[src/rtl/ps2_synth_pkg.sv]
// Shared types, widths and constant tables for the PS/2 two-voice synth.
// Holds the envelope state enum, the scan-code to semitone map and the
// per-semitone DDS phase-increment table derived from FS_HZ and PHASE_W.
package ps2_synth_pkg;

  localparam int unsigned FS_HZ        = 48000;
  localparam int unsigned PHASE_W      = 24;
  localparam int unsigned ATTACK_STEP  = 4;
  localparam int unsigned RELEASE_STEP = 1;

  localparam int unsigned CODE_W    = 8;
  localparam int unsigned PAIR_W    = CODE_W + 1;
  localparam int unsigned NUM_KEYS  = 20;
  localparam int unsigned KEY_IDX_W = 5;
  localparam int unsigned ENV_W     = 8;
  localparam int unsigned TRI_W     = 12;
  localparam int unsigned MIX_SHIFT = 4;
  localparam int unsigned OUT_W     = TRI_W + MIX_SHIFT;

  typedef enum logic [1:0] {
    ENV_IDLE    = 2'd0,
    ENV_ATTACK  = 2'd1,
    ENV_SUSTAIN = 2'd2,
    ENV_RELEASE = 2'd3
  } env_state_t;

  // {on, code} as launched by the keyboard decoder
  typedef struct packed {
    logic              on;
    logic [CODE_W-1:0] code;
  } key_pair_t;

  typedef struct packed {
    logic                 valid;
    logic [KEY_IDX_W-1:0] idx;
  } key_idx_t;

  typedef logic [NUM_KEYS-1:0][PHASE_W-1:0] inc_lut_t;

  // Scan code to semitone above C4; anything unmapped (including f0) is invalid.
  function automatic key_idx_t key_to_index(input logic [CODE_W-1:0] code);
    key_idx_t r;
    r.valid = 1'b1;
    r.idx   = '0;
    case (code)
      8'h1c: r.idx = 5'd0;
      8'h1b: r.idx = 5'd1;
      8'h23: r.idx = 5'd2;
      8'h2b: r.idx = 5'd3;
      8'h34: r.idx = 5'd4;
      8'h33: r.idx = 5'd5;
      8'h3b: r.idx = 5'd6;
      8'h42: r.idx = 5'd7;
      8'h4b: r.idx = 5'd8;
      8'h4c: r.idx = 5'd9;
      8'h52: r.idx = 5'd10;
      8'h5b: r.idx = 5'd11;
      8'h15: r.idx = 5'd12;
      8'h1d: r.idx = 5'd13;
      8'h24: r.idx = 5'd14;
      8'h2c: r.idx = 5'd15;
      8'h35: r.idx = 5'd16;
      8'h43: r.idx = 5'd17;
      8'h44: r.idx = 5'd18;
      8'h4d: r.idx = 5'd19;
      default: r.valid = 1'b0;
    endcase
    return r;
  endfunction

  // Equal-tempered note frequency in micro-hertz, C4 upward (A4 = 440 Hz).
  function automatic longint unsigned note_freq_uhz(input int unsigned idx);
    longint unsigned f;
    case (idx)
      0:  f = 64'd261_625_565;
      1:  f = 64'd277_182_631;
      2:  f = 64'd293_664_768;
      3:  f = 64'd311_126_984;
      4:  f = 64'd329_627_557;
      5:  f = 64'd349_228_231;
      6:  f = 64'd369_994_423;
      7:  f = 64'd391_995_436;
      8:  f = 64'd415_304_698;
      9:  f = 64'd440_000_000;
      10: f = 64'd466_163_762;
      11: f = 64'd493_883_301;
      12: f = 64'd523_251_131;
      13: f = 64'd554_365_262;
      14: f = 64'd587_329_536;
      15: f = 64'd622_253_967;
      16: f = 64'd659_255_114;
      17: f = 64'd698_456_463;
      18: f = 64'd739_988_845;
      default: f = 64'd783_990_872;
    endcase
    return f;
  endfunction

  // inc = round(f * 2^PHASE_W / FS_HZ), evaluated at elaboration only.
  function automatic inc_lut_t build_inc_lut();
    inc_lut_t        lut;
    longint unsigned num;
    longint unsigned den;
    den = 64'(FS_HZ) * 64'd1_000_000;
    for (int unsigned i = 0; i < NUM_KEYS; i++) begin
      num = note_freq_uhz(i) << PHASE_W;
      lut[KEY_IDX_W'(i)] = PHASE_W'((num + den / 64'd2) / den);
    end
    return lut;
  endfunction

  localparam inc_lut_t PHASE_INC_LUT = build_inc_lut();

endpackage

[src/rtl/ps2_key_voice_synth_voice.sv]
// synth_voice: one key-driven voice.
// Filters the synchronized {on,code} pair for stability, runs the
// attack/sustain/release envelope, the DDS phase accumulator and the
// triangle shaper, and scales the triangle by the envelope.
// Ports: sys_clk/reset, sample_tick strobe, pair_s1/pair_s2 (first and
// second synchronizer stages), active (registered, state != IDLE),
// voice_c (combinational signed voice level from registered phase/env).
module synth_voice
  import ps2_synth_pkg::*;
(
  input  logic              sys_clk,
  input  logic              reset,
  input  logic              sample_tick,
  input  logic [PAIR_W-1:0] pair_s1,
  input  logic [PAIR_W-1:0] pair_s2,
  output logic              active,
  output logic [TRI_W-1:0]  voice_c
);

  localparam int unsigned ENV_SUM_W = ENV_W + 1;
  localparam int unsigned TRI_MAG_W = TRI_W - 1;
  localparam int unsigned TRI_HALF  = 1 << (TRI_W - 2);
  localparam int unsigned PROD_W    = TRI_W + ENV_W + 1;
  localparam logic [ENV_W-1:0] ENV_MAX = '1;

  env_state_t          state, state_next;
  logic [ENV_W-1:0]    env, env_next;
  logic [PHASE_W-1:0]  phase, phase_next;
  logic [PHASE_W-1:0]  inc, inc_next;
  logic [CODE_W-1:0]   cur_code, code_next;

  key_pair_t           pair;
  key_idx_t            key_info;
  logic                stable;
  logic                key_ok;
  logic                code_changed;
  logic [ENV_SUM_W-1:0] env_up;

  // Both synchronizer stages agree => the pair was steady for two cycles.
  assign pair         = pair_s2;
  assign stable       = (pair_s1 == pair_s2);
  assign key_info     = key_to_index(pair.code);
  assign key_ok       = pair.on & key_info.valid;
  assign code_changed = (pair.code != cur_code);
  assign env_up       = {1'b0, env} + ENV_SUM_W'(ATTACK_STEP);

  // Envelope FSM plus phase/env datapath next values
  always_comb begin
    state_next = state;
    env_next   = env;
    phase_next = phase;
    inc_next   = inc;
    code_next  = cur_code;

    if (sample_tick) begin
      case (state)
        ENV_ATTACK:  env_next = (env_up > {1'b0, ENV_MAX}) ? ENV_MAX : env_up[ENV_W-1:0];
        ENV_RELEASE: env_next = (env > ENV_W'(RELEASE_STEP)) ? env - ENV_W'(RELEASE_STEP) : '0;
        default:     env_next = env;
      endcase
      if (state != ENV_IDLE) phase_next = phase + inc;
    end

    case (state)
      ENV_IDLE: begin
        if (stable && key_ok) begin
          state_next = ENV_ATTACK;
          inc_next   = PHASE_INC_LUT[key_info.idx];
          code_next  = pair.code;
          phase_next = '0;
        end
      end
      ENV_ATTACK, ENV_SUSTAIN: begin
        if (stable && !key_ok) begin
          state_next = ENV_RELEASE;
        end else if (stable && code_changed) begin
          // new note while held: re-attack from the current level and phase
          state_next = ENV_ATTACK;
          inc_next   = PHASE_INC_LUT[key_info.idx];
          code_next  = pair.code;
        end else if (state == ENV_ATTACK && sample_tick && env_next == ENV_MAX) begin
          state_next = ENV_SUSTAIN;
        end
      end
      ENV_RELEASE: begin
        if (stable && key_ok) begin
          state_next = ENV_ATTACK;
          inc_next   = PHASE_INC_LUT[key_info.idx];
          code_next  = pair.code;
        end else if (sample_tick && env_next == '0) begin
          state_next = ENV_IDLE;
        end
      end
      default: state_next = ENV_IDLE;
    endcase
  end

  // State and datapath registers
  always_ff @(posedge sys_clk or posedge reset) begin
    if (reset) begin
      state    <= ENV_IDLE;
      env      <= '0;
      phase    <= '0;
      inc      <= '0;
      cur_code <= '0;
      active   <= 1'b0;
    end else begin
      state    <= state_next;
      env      <= env_next;
      phase    <= phase_next;
      inc      <= inc_next;
      cur_code <= code_next;
      active   <= (state_next != ENV_IDLE);
    end
  end

  logic [TRI_MAG_W-1:0]    tri_mag;
  logic signed [TRI_W-1:0] tri_s;
  logic signed [PROD_W-1:0] prod;

  // Fold the upper phase bits into a symmetric triangle, centre on zero, scale by env
  always_comb begin
    tri_mag = phase[PHASE_W-1] ? ~phase[PHASE_W-2 -: TRI_MAG_W]
                               :  phase[PHASE_W-2 -: TRI_MAG_W];
    tri_s   = $signed({1'b0, tri_mag} - TRI_W'(TRI_HALF));
    prod    = PROD_W'(tri_s) * PROD_W'($signed({1'b0, env}));
    voice_c = TRI_W'(prod >>> ENV_W);
  end

endmodule

[src/rtl/ps2_key_voice_synth.sv]
// ps2_key_voice_synth: two-voice key synth behind the PS/2 decoder.
// Resynchronizes both key pairs from the ps2_clk domain, runs one
// synth_voice per key and registers the mixed sample one cycle after
// each sample_tick.
// Ports: sys_clk, reset (async, active-high), sample_tick strobe,
// key1_on/key1_code and key2_on/key2_code (ps2_clk domain),
// sample_out (signed 16-bit), sample_valid strobe, voice_active[1:0].
module ps2_key_voice_synth
  import ps2_synth_pkg::*;
(
  input  logic              sys_clk,
  input  logic              reset,
  input  logic              sample_tick,
  input  logic              key1_on,
  input  logic [7:0]        key1_code,
  input  logic              key2_on,
  input  logic [7:0]        key2_code,
  output logic [15:0]       sample_out,
  output logic              sample_valid,
  output logic [1:0]        voice_active
);

  logic [PAIR_W-1:0] k1_s1, k1_s2;
  logic [PAIR_W-1:0] k2_s1, k2_s2;
  logic              tick_d;
  logic [TRI_W-1:0]  v0_c, v1_c;
  logic signed [TRI_W-1:0] mix_c;

  // Two-flop synchronizers for both key pairs, plus tick delay for output timing
  always_ff @(posedge sys_clk or posedge reset) begin
    if (reset) begin
      k1_s1  <= '0;
      k1_s2  <= '0;
      k2_s1  <= '0;
      k2_s2  <= '0;
      tick_d <= 1'b0;
    end else begin
      k1_s1  <= {key1_on, key1_code};
      k1_s2  <= k1_s1;
      k2_s1  <= {key2_on, key2_code};
      k2_s2  <= k2_s1;
      tick_d <= sample_tick;
    end
  end

  synth_voice u_voice0 (
    .sys_clk     (sys_clk),
    .reset       (reset),
    .sample_tick (sample_tick),
    .pair_s1     (k1_s1),
    .pair_s2     (k1_s2),
    .active      (voice_active[0]),
    .voice_c     (v0_c)
  );

  synth_voice u_voice1 (
    .sys_clk     (sys_clk),
    .reset       (reset),
    .sample_tick (sample_tick),
    .pair_s1     (k2_s1),
    .pair_s2     (k2_s2),
    .active      (voice_active[1]),
    .voice_c     (v1_c)
  );

  // Voices are bounded to +/-1020, so the 12-bit sum cannot overflow
  assign mix_c = $signed(v0_c) + $signed(v1_c);

  // Output register, loaded the cycle after the tick updated phase/env
  always_ff @(posedge sys_clk or posedge reset) begin
    if (reset) begin
      sample_out   <= '0;
      sample_valid <= 1'b0;
    end else begin
      sample_valid <= tick_d;
      if (tick_d) sample_out <= {mix_c, {MIX_SHIFT{1'b0}}};
    end
  end

endmodule

[config.mk]
export PLATFORM = sky130hd
export DESIGN_NAME = ps2_key_voice_synth
export DESIGN_NICKNAME = d
export VERILOG_FILES = /design/src/rtl/ps2_synth_pkg.sv /design/src/rtl/ps2_key_voice_synth_voice.sv /design/src/rtl/ps2_key_voice_synth.sv
export SDC_FILE = /design/constraint.sdc
export NUM_CORES = 1
export LEC_CHECK = 0
export ABC_AREA = 1
export CORE_MARGIN = 2
export CORE_UTILIZATION = 42
export DETAILED_ROUTE_END_ITERATION = 7
export SLEW_MARGIN = 25
export SYNTH_ARGS = -nofsm -noshare
export SYNTH_HDL_FRONTEND = slang
export SYNTH_SLANG_ARGS = --single-unit
[constraint.sdc]
create_clock -name sys_clk -period 19 [get_ports sys_clk]
set_clock_uncertainty 0.05 [all_clocks]
set_input_delay 1.9 -clock sys_clk [delete_from_list [all_inputs] [get_ports sys_clk]]
set_output_delay 1.9 -clock sys_clk [all_outputs]
set_load 0.03 [all_outputs]
==> summary.txt, run 1 <==
Outcome
  • Status: finished, final reports clean

Place
  • Place WS: 12520 ps
  • GP Congestion: 0.8765
  • DP Wirelength: 33.25 mm
  • Port bufs: 35

Timing
  • Period Utilization, post-route: 34.13%
  • Final-report max-slew violation count: 0
  • Final Worst Setup Slack: 12520 ps
  • Worst-margin pin slew: 816.3 ps
  • Final hold violations: 0
  • Total Neg Setup Slack: 0 ps
  • Relative slew slack: 45.58%
  • Final Setup Violations: 0
  • Tmin final: 6485 ps
  • Unrepaired setup endpoints after global routing: no
  • Fmax: 154.2 MHz

Critical path
  • Slowest-stage cell, CP: dfrtp_1
  • Worst Path Required: 19300 ps
  • RR Endpoint: sample_out[15]
  • FF-to-FF setup slack: 12520 ps
  • Worst reg2reg path depth: 35
  • Most frequent CP cell: nand2_1
  • CP max FO: 15
  • Critical path class: flip-flop to flip-flop
  • Startpoint of the worst register-to-register path: u_voice0.phase[23]
  • CP arrival: 6790 ps
  • CP peak stage delay: 590 ps
  • CP Capture Type: flip-flop
  • Type of origin of the critical path: flip-flop

Detailed routing
  • Via count: 15190
  • DRT Wirelength: 41.77 mm
  • Met1 Wirelength: 20.21 mm
  • DRC Markers: 0
  • Iter 0 DRT Violations: 859
  • Vias per Instance: 5.071
  • Drt wl/cell: 13.95 um
  • Post-route ant nets: 0
  • Met2 WL: 18.99 mm
  • Drt pass-1 iters: 6
  • Top sig layer: met4
  • WL met3: 1.671 mm

Layout
  • Antenna diode count: 0
  • Multi-input logic area: 12180 sq um
  • Share of layout cells above drive strength 1: 5.726%
  • Final core occ: 45.84%
  • Fill cells: 4347
  • Synth-to-Final Area Change: 7.321%
  • Register area: 4354 sq um
  • Nets: 2718

Synthesis
  • Yosys reg bits: 174
  • Ranking of synthesized cells by area: dfrtp_1 24%, fa_1 16%, ha_1 11%, nand2_1 10%, inv_1 7.8%
  • Ys flop type: dfrtp_1
  • Ys async rst share: 100.0%
  • Adder-Cell Fraction of Synth Area: 26.26%
  • Sequential area share after synthesis: 23.61%
  • Yosys top cell area share: 23.61%
  • Cells after Synth: 2401
  • Post-Synth XOR/XNOR Area: 5.130%
  • Largest family of logic cells by synthesized area: adder cells
  • Synth Area in Compound Gates: 11.90%
  • EDFF count, synth: 0
  • Synth unique cells: 65
  • Avg Inst Size Synth: 7.680 sq um
  • Post-synthesis mux area share: 0.06107%
  • Synthesized cell area: 18440 sq um
  • Simple-Gate Fraction of Synth Area: 22.58%
  • Largest area contributor in the netlist: dfrtp_1
  • Synth warnings: 0

Clock tree
  • Clk buf depth: 2
  • Num CTS Buffers: 17
  • Clk sinks: 174
  • Worst-path clk slew: 70 ps
  • CTS Root Cell: clkbuf_16
  • Number of H-tree levels: 4
  • Setup bufs post-CTS: 0
  • Post-CTS resize count: 0
  • Clk Latency, worst-skew pair: 460 ps
  • Hold_buf cts: 0
  • CTS tree: done

Floorplanning
  • Rows: 76
  • Die W: 213.5 um
  • Die area: 45600 sq um
  • Core ar.: 43170 sq um
  • Starting density of the core: 42.71%
  • Die height: 213.5 um
  • IO Pins: 40

Hold path
  • Hold depth: 0
  • Hold Path End: k1_s2[2]
  • Min-Delay Startpoint: k1_s1[2]
  • Tightest Hold Check Type: flip-flop to flip-flop

Global route
  • Gr usage total: 19.43%
  • Largest net degree at the start of global routing: 74
  • First-pass GRT wire length: 72.18 mm
  • Grt total ovfl: 0
  • Vias in the first global route: 15060
  • Antenna violations before repair: 0

Run
  • Max-cap violations: 0
## cell families after synthesis
logic type / count (synthesis)
muxes: 1
and+or+nand+nor: 975
xor gates and xnor gates: 108
other: 1
adders and majority gates: 300
DFF: 174
AOI/OAI and AO/OA: 366
buffers and inverters: 476
## layer usage
layer  global-route usage (%)  vias to the layer above
li1                         -                     7594
met1                    26.82                     7226
met2                    31.64                      313
met3                    2.709                       56
met4                    6.154                        0
met5                        0                        -
## cell usage after synthesis (5+ instances only)
master / n
nor4_1: 5
nand2_2: 7
o22ai_1: 7
or2_2: 21
nand3_2: 9
nor2_2: 11
a21oi_1: 129
o21ai_1: 10
inv_2: 20
ha_1: 155
a211oi_1: 5
o21a_1: 11
clkbuf_1: 23
xnor2_1: 46
buf_2: 22
nand3_1: 114
a31oi_1: 13
dfrtp_1: 174
nor3_1: 16
nand4_1: 31
nand2_1: 506
o211ai_1: 21
o21ai_0: 111
a2bb2oi_1: 10
xor2_1: 62
fa_1: 145
a2bb2oi_2: 6
nor2_1: 241
buf_4: 18
inv_1: 381
a21o_1: 9
## critical path: cells and delay by family (launching register included)
| kind | cells | cell delay (ps) |
|---|---|---|
| flops | 1 | 590 |
| xor+xnor | 1 | 200 |
| buf+inv | 6 | 570 |
| compound gates | 5 | 810 |
| simple gates | 17 | 1440 |
| fa+ha+maj | 6 | 2680 |
## placed cells by master (no fill, tap or decap), types with 12 or more instances in the layout
| cell | n |
|---|---|
| clkdlybuf4s50_1 | 35 |
| clkbuf_16 | 17 |
| or2_2 | 21 |
| inv_2 | 20 |
| fa_1 | 145 |
| a21oi_1 | 129 |
| ha_1 | 155 |
| nor2_1 | 240 |
| inv_1 | 380 |
| o211ai_1 | 21 |
| nand2_1 | 506 |
| o21ai_0 | 111 |
| nand3_1 | 114 |
| nor2_2 | 12 |
| dfrtp_1 | 174 |
| a31oi_1 | 13 |
| nor3_1 | 16 |
| xor2_1 | 62 |
| xnor2_1 | 46 |
| nand4_1 | 31 |
## metrics by stage
stage / hold slack (ps) / area (sq um) / instances
global placement: 326.5 / 19200 / 2961
floorplan: 317.2 / 18450 / 2404
global route: 351.9 / 19790 / 2995
finish: 341.7 / 19790 / 2995
CTS: 343.0 / 19780 / 2994
detailed placement: 327.9 / 19210 / 2962
## area by class of cell
type / count / area share (%)
Clock buffer: 18 / 2.219
Clock inverter: 14 / 0.6765
Inverter: 407 / 7.783
Multi-Input combinational cell: 1754 / 61.52
Sequential cell: 174 / 22.00
Tap cell: 585 / 3.699
Timing Repair Buffer: 43 / 2.099
## worst max path at each step
| stage | from | endpoint | slack [ps] |
|---|---|---|---|
| after global routing | u_voice1.phase[23] | sample_out[15] | 11890 |
| after floorplan | reset | k1_s1[0] | 12330 |
| after detailed placement | u_voice0.phase[23] | sample_out[15] | 12520 |
| after CTS | u_voice1.phase[23] | sample_out[14] | 12510 |
| final | u_voice0.phase[23] | sample_out[15] | 12520 |
| after global placement | u_voice1.phase[23] | sample_out[14] | 12650 |
## sequential cells by signal (all words and copies together), names as in the netlist, 2 cells and up
register,count
u_voice0.phase,24
u_voice1.phase,24
u_voice0.inc,19
u_voice1.inc,19
sample_out,12
k1_s1,9
k1_s2,9
k2_s1,9
k2_s2,9
u_voice0.cur_code,8
u_voice0.env,8
u_voice1.cur_code,8
u_voice1.env,8
u_voice0.state,2
u_voice1.state,2
Power of run 1 is left out: the tool's default activity adds up to more than one toggle a clock period on the data nets, which glitch-free logic cannot reach.
==> run 2, diff against run 1 <==
==> constraint.sdc (replaced) <==
create_clock -name sys_clk -period 5.55 [get_ports sys_clk]
set_clock_uncertainty 0.05 [all_clocks]
set_input_delay 0.555 -clock sys_clk [delete_from_list [all_inputs] [get_ports sys_clk]]
set_output_delay 0.555 -clock sys_clk [all_outputs]
set_load 0.03 [all_outputs]
==> summary.txt, run 2 (synthesized netlist as in run 1, its figures left out) <==
Layout
  • Final core occ: 51.17% (+5.3 points)
  • Nets: 2925 (+7.6%)
  • Share of layout cells above drive strength 1: 17.96% (+12 points)
  • Commonest cells after routing, fill and taps aside: 475 x nand2_1, 358 x inv_1, 234 x nor2_1, 208 x buf_4, 172 x dfrtp_1
  • Synth-to-Final Area Change: 19.79%
  • Antenna diode count: 0 (unchanged)
  • Commonest non-fill, non-tap cell in the layout: nand2_1
  • Biggest regs: u_voice0.phase: 24 flops, u_voice1.phase: 24 flops

Run
  • Max-cap violations: 0 (unchanged)

Timing
  • Worst hold margin: 343.1 ps (+1.385 ps)
  • Final Worst Setup Slack: -206.9 ps (-12720 ps)
  • Period Utilization, post-route: 103.7% (+70 points)
  • Fmax: 173.7 MHz (+13%)
  • Final-report max-slew violation count: 0 (unchanged)
  • Unrepaired setup endpoints after global routing: yes
  • Relative slew slack: 34.26% (-11 points)
  • Final hold violations: 0 (unchanged)
  • Total Neg Setup Slack: -470.1 ps (-470.1 ps)
  • Worst-margin pin slew: 981.7 ps (+165.4 ps)
  • Final Setup Violations: 5 (+5)
  • Tmin final: 5757 ps (-727.8 ps)

Clock tree
  • CTS Root Cell: clkbuf_16
  • CTS tree: done
  • Worst-path clk slew: 80 ps (about the same)
  • Hold_buf cts: 0 (unchanged)
  • Clk sinks: 174 (unchanged)
  • Clk Latency, worst-skew pair: 460 ps (about the same)
  • Num CTS Buffers: 17 (unchanged)
  • Number of H-tree levels: 4 (unchanged)
  • Clk buf depth: 2 (unchanged)

Critical path
  • Critical path class: flip-flop to flip-flop
  • CP bufs+invs: 5 (-1)
  • Worst Path Required: 5840 ps (-13460 ps)
  • CP max FO: 6 (-9)
  • CP arrival: 6050 ps (-740 ps)
  • CP top delay family: adder cells
  • Slowest-stage cell, CP: fa_1
  • Type of origin of the critical path: flip-flop
  • Most frequent CP cell: nand2_2
  • CP peak stage delay: 540 ps (-50 ps)
  • CP Capture Type: flip-flop

Hold path
  • Tightest Hold Check Type: flip-flop to flip-flop

Global route
  • Antenna violations before repair: 0 (unchanged)
  • Gr usage total: 20.17% (+0.74 points)
  • First-pass GRT wire length: 74.92 mm (+3.8%)
  • Grt total ovfl: 0 (unchanged)
  • Vias in the first global route: 15740 (+4.5%)
  • Largest net degree at the start of global routing: 112 (+51%)

Detailed routing
  • Drt pass-1 iters: 7 (+1)
  • Vias per Instance: 4.932 (-2.7%)
  • DRC Markers: 0 (unchanged)
  • Post-route ant nets: 0 (unchanged)
  • Iter 0 DRT Violations: 765 (-11%)
  • DRT Wirelength: 44.50 mm (+6.5%)
  • Drt wl/cell: 13.90 um (-0.36%)
  • Via count: 15790 (+4.0%)

Floorplanning
  • Starting density of the core: 42.71% (unchanged)
  • Die height: 213.5 um (unchanged)
  • Die area: 45600 sq um (unchanged)
  • Die W: 213.5 um (unchanged)
  • Rows: 76 (unchanged)
  • Core ar.: 43170 sq um (unchanged)
  • IO Pins: 40 (unchanged)

Place
  • DP Wirelength: 35.28 mm (+6.1%)
  • Port bufs: 35 (unchanged)
  • GP Congestion: 0.8862 (+1.1%)

Outcome
  • Status: finished with violations
  • Failing checks: negative setup slack
[run 2: cell types whose count changed in the layout (fill, tap and decap cells not counted), sizes merged]
cell  delta
buf    +206
inv      +1
[run 2: per-layer routing]
metal  track usage (%)  routed length (um)  vias up
li1                  -                   -     8020
met1             27.92               21650     7455
met2             33.30               20610      266
met3             2.592                1377       52
met4             5.580                 863        0
met5                 0                   0        -
[run 2: path summary, 6_finish.rpt]
check	start	to	slack, ps	cells after the start
max	u_voice0.phase[23]	sample_out[15]	-210	32
min	k1_s1[4]	k1_s2[4]	340	0
max reg2reg	u_voice0.phase[23]	sample_out[15]	-210	32
min reg2reg	k1_s1[4]	k1_s2[4]	340	0
max in group asynchronous	reset	sample_out[4]	3800	3
min in group asynchronous	reset	k2_s2[2]	570	2
[run 2: what timing repair did]
| item | 4_1_cts | 5_1_grt |
|---|---|---|
| gates resized for setup | 34 | 87 |
| endpoints found under the setup margin | 8 | 9 |
| buffers inserted | 5 | 3 |
| gates cloned | 0 | 1 |
| pin swaps | 38 | 34 |
| endpoints found under the hold margin | 0 | 0 |
[run 2: area by class of cell]
cell class                      instances  area [sq um]
Multi-Input combinational cell       1754         12840
Sequential cell                       174          4357
Inverter                              407          1545
Fill cell                            4236         21080
Clock inverter                         15         172.7
Timing Repair Buffer                  250          2013
Clock buffer                           17         425.4
Tap cell                              585         732.0
[run 2: through the flow]
stage,setup slack (ps),area (sq um),instances
5_1_grt,-466.9,22090,3202
6_report,-206.9,22090,3202
4_1_cts,-217.4,21620,3197
3_5_place_dp,-337.0,20860,3160
3_3_place_gp,-227.2,20860,3160
2_1_floorplan,-106.6,18630,2404
Power of run 2 is left out for the same reason.
==> run 3, diff against run 2 <==
--- a/config.mk
+++ b/config.mk
@@ -8,6 +8,7 @@
 export ABC_AREA = 1
 export CORE_MARGIN = 2
 export CORE_UTILIZATION = 42
+export CTS_CLUSTER_DIAMETER = 30
 export DETAILED_ROUTE_END_ITERATION = 7
 export SLEW_MARGIN = 25
 export SYNTH_ARGS = -nofsm -noshare
==> results of run 3 <==
Final layout, timing and power as in run 2 (identical DEF).
Power of run 3 is left out for the same reason.
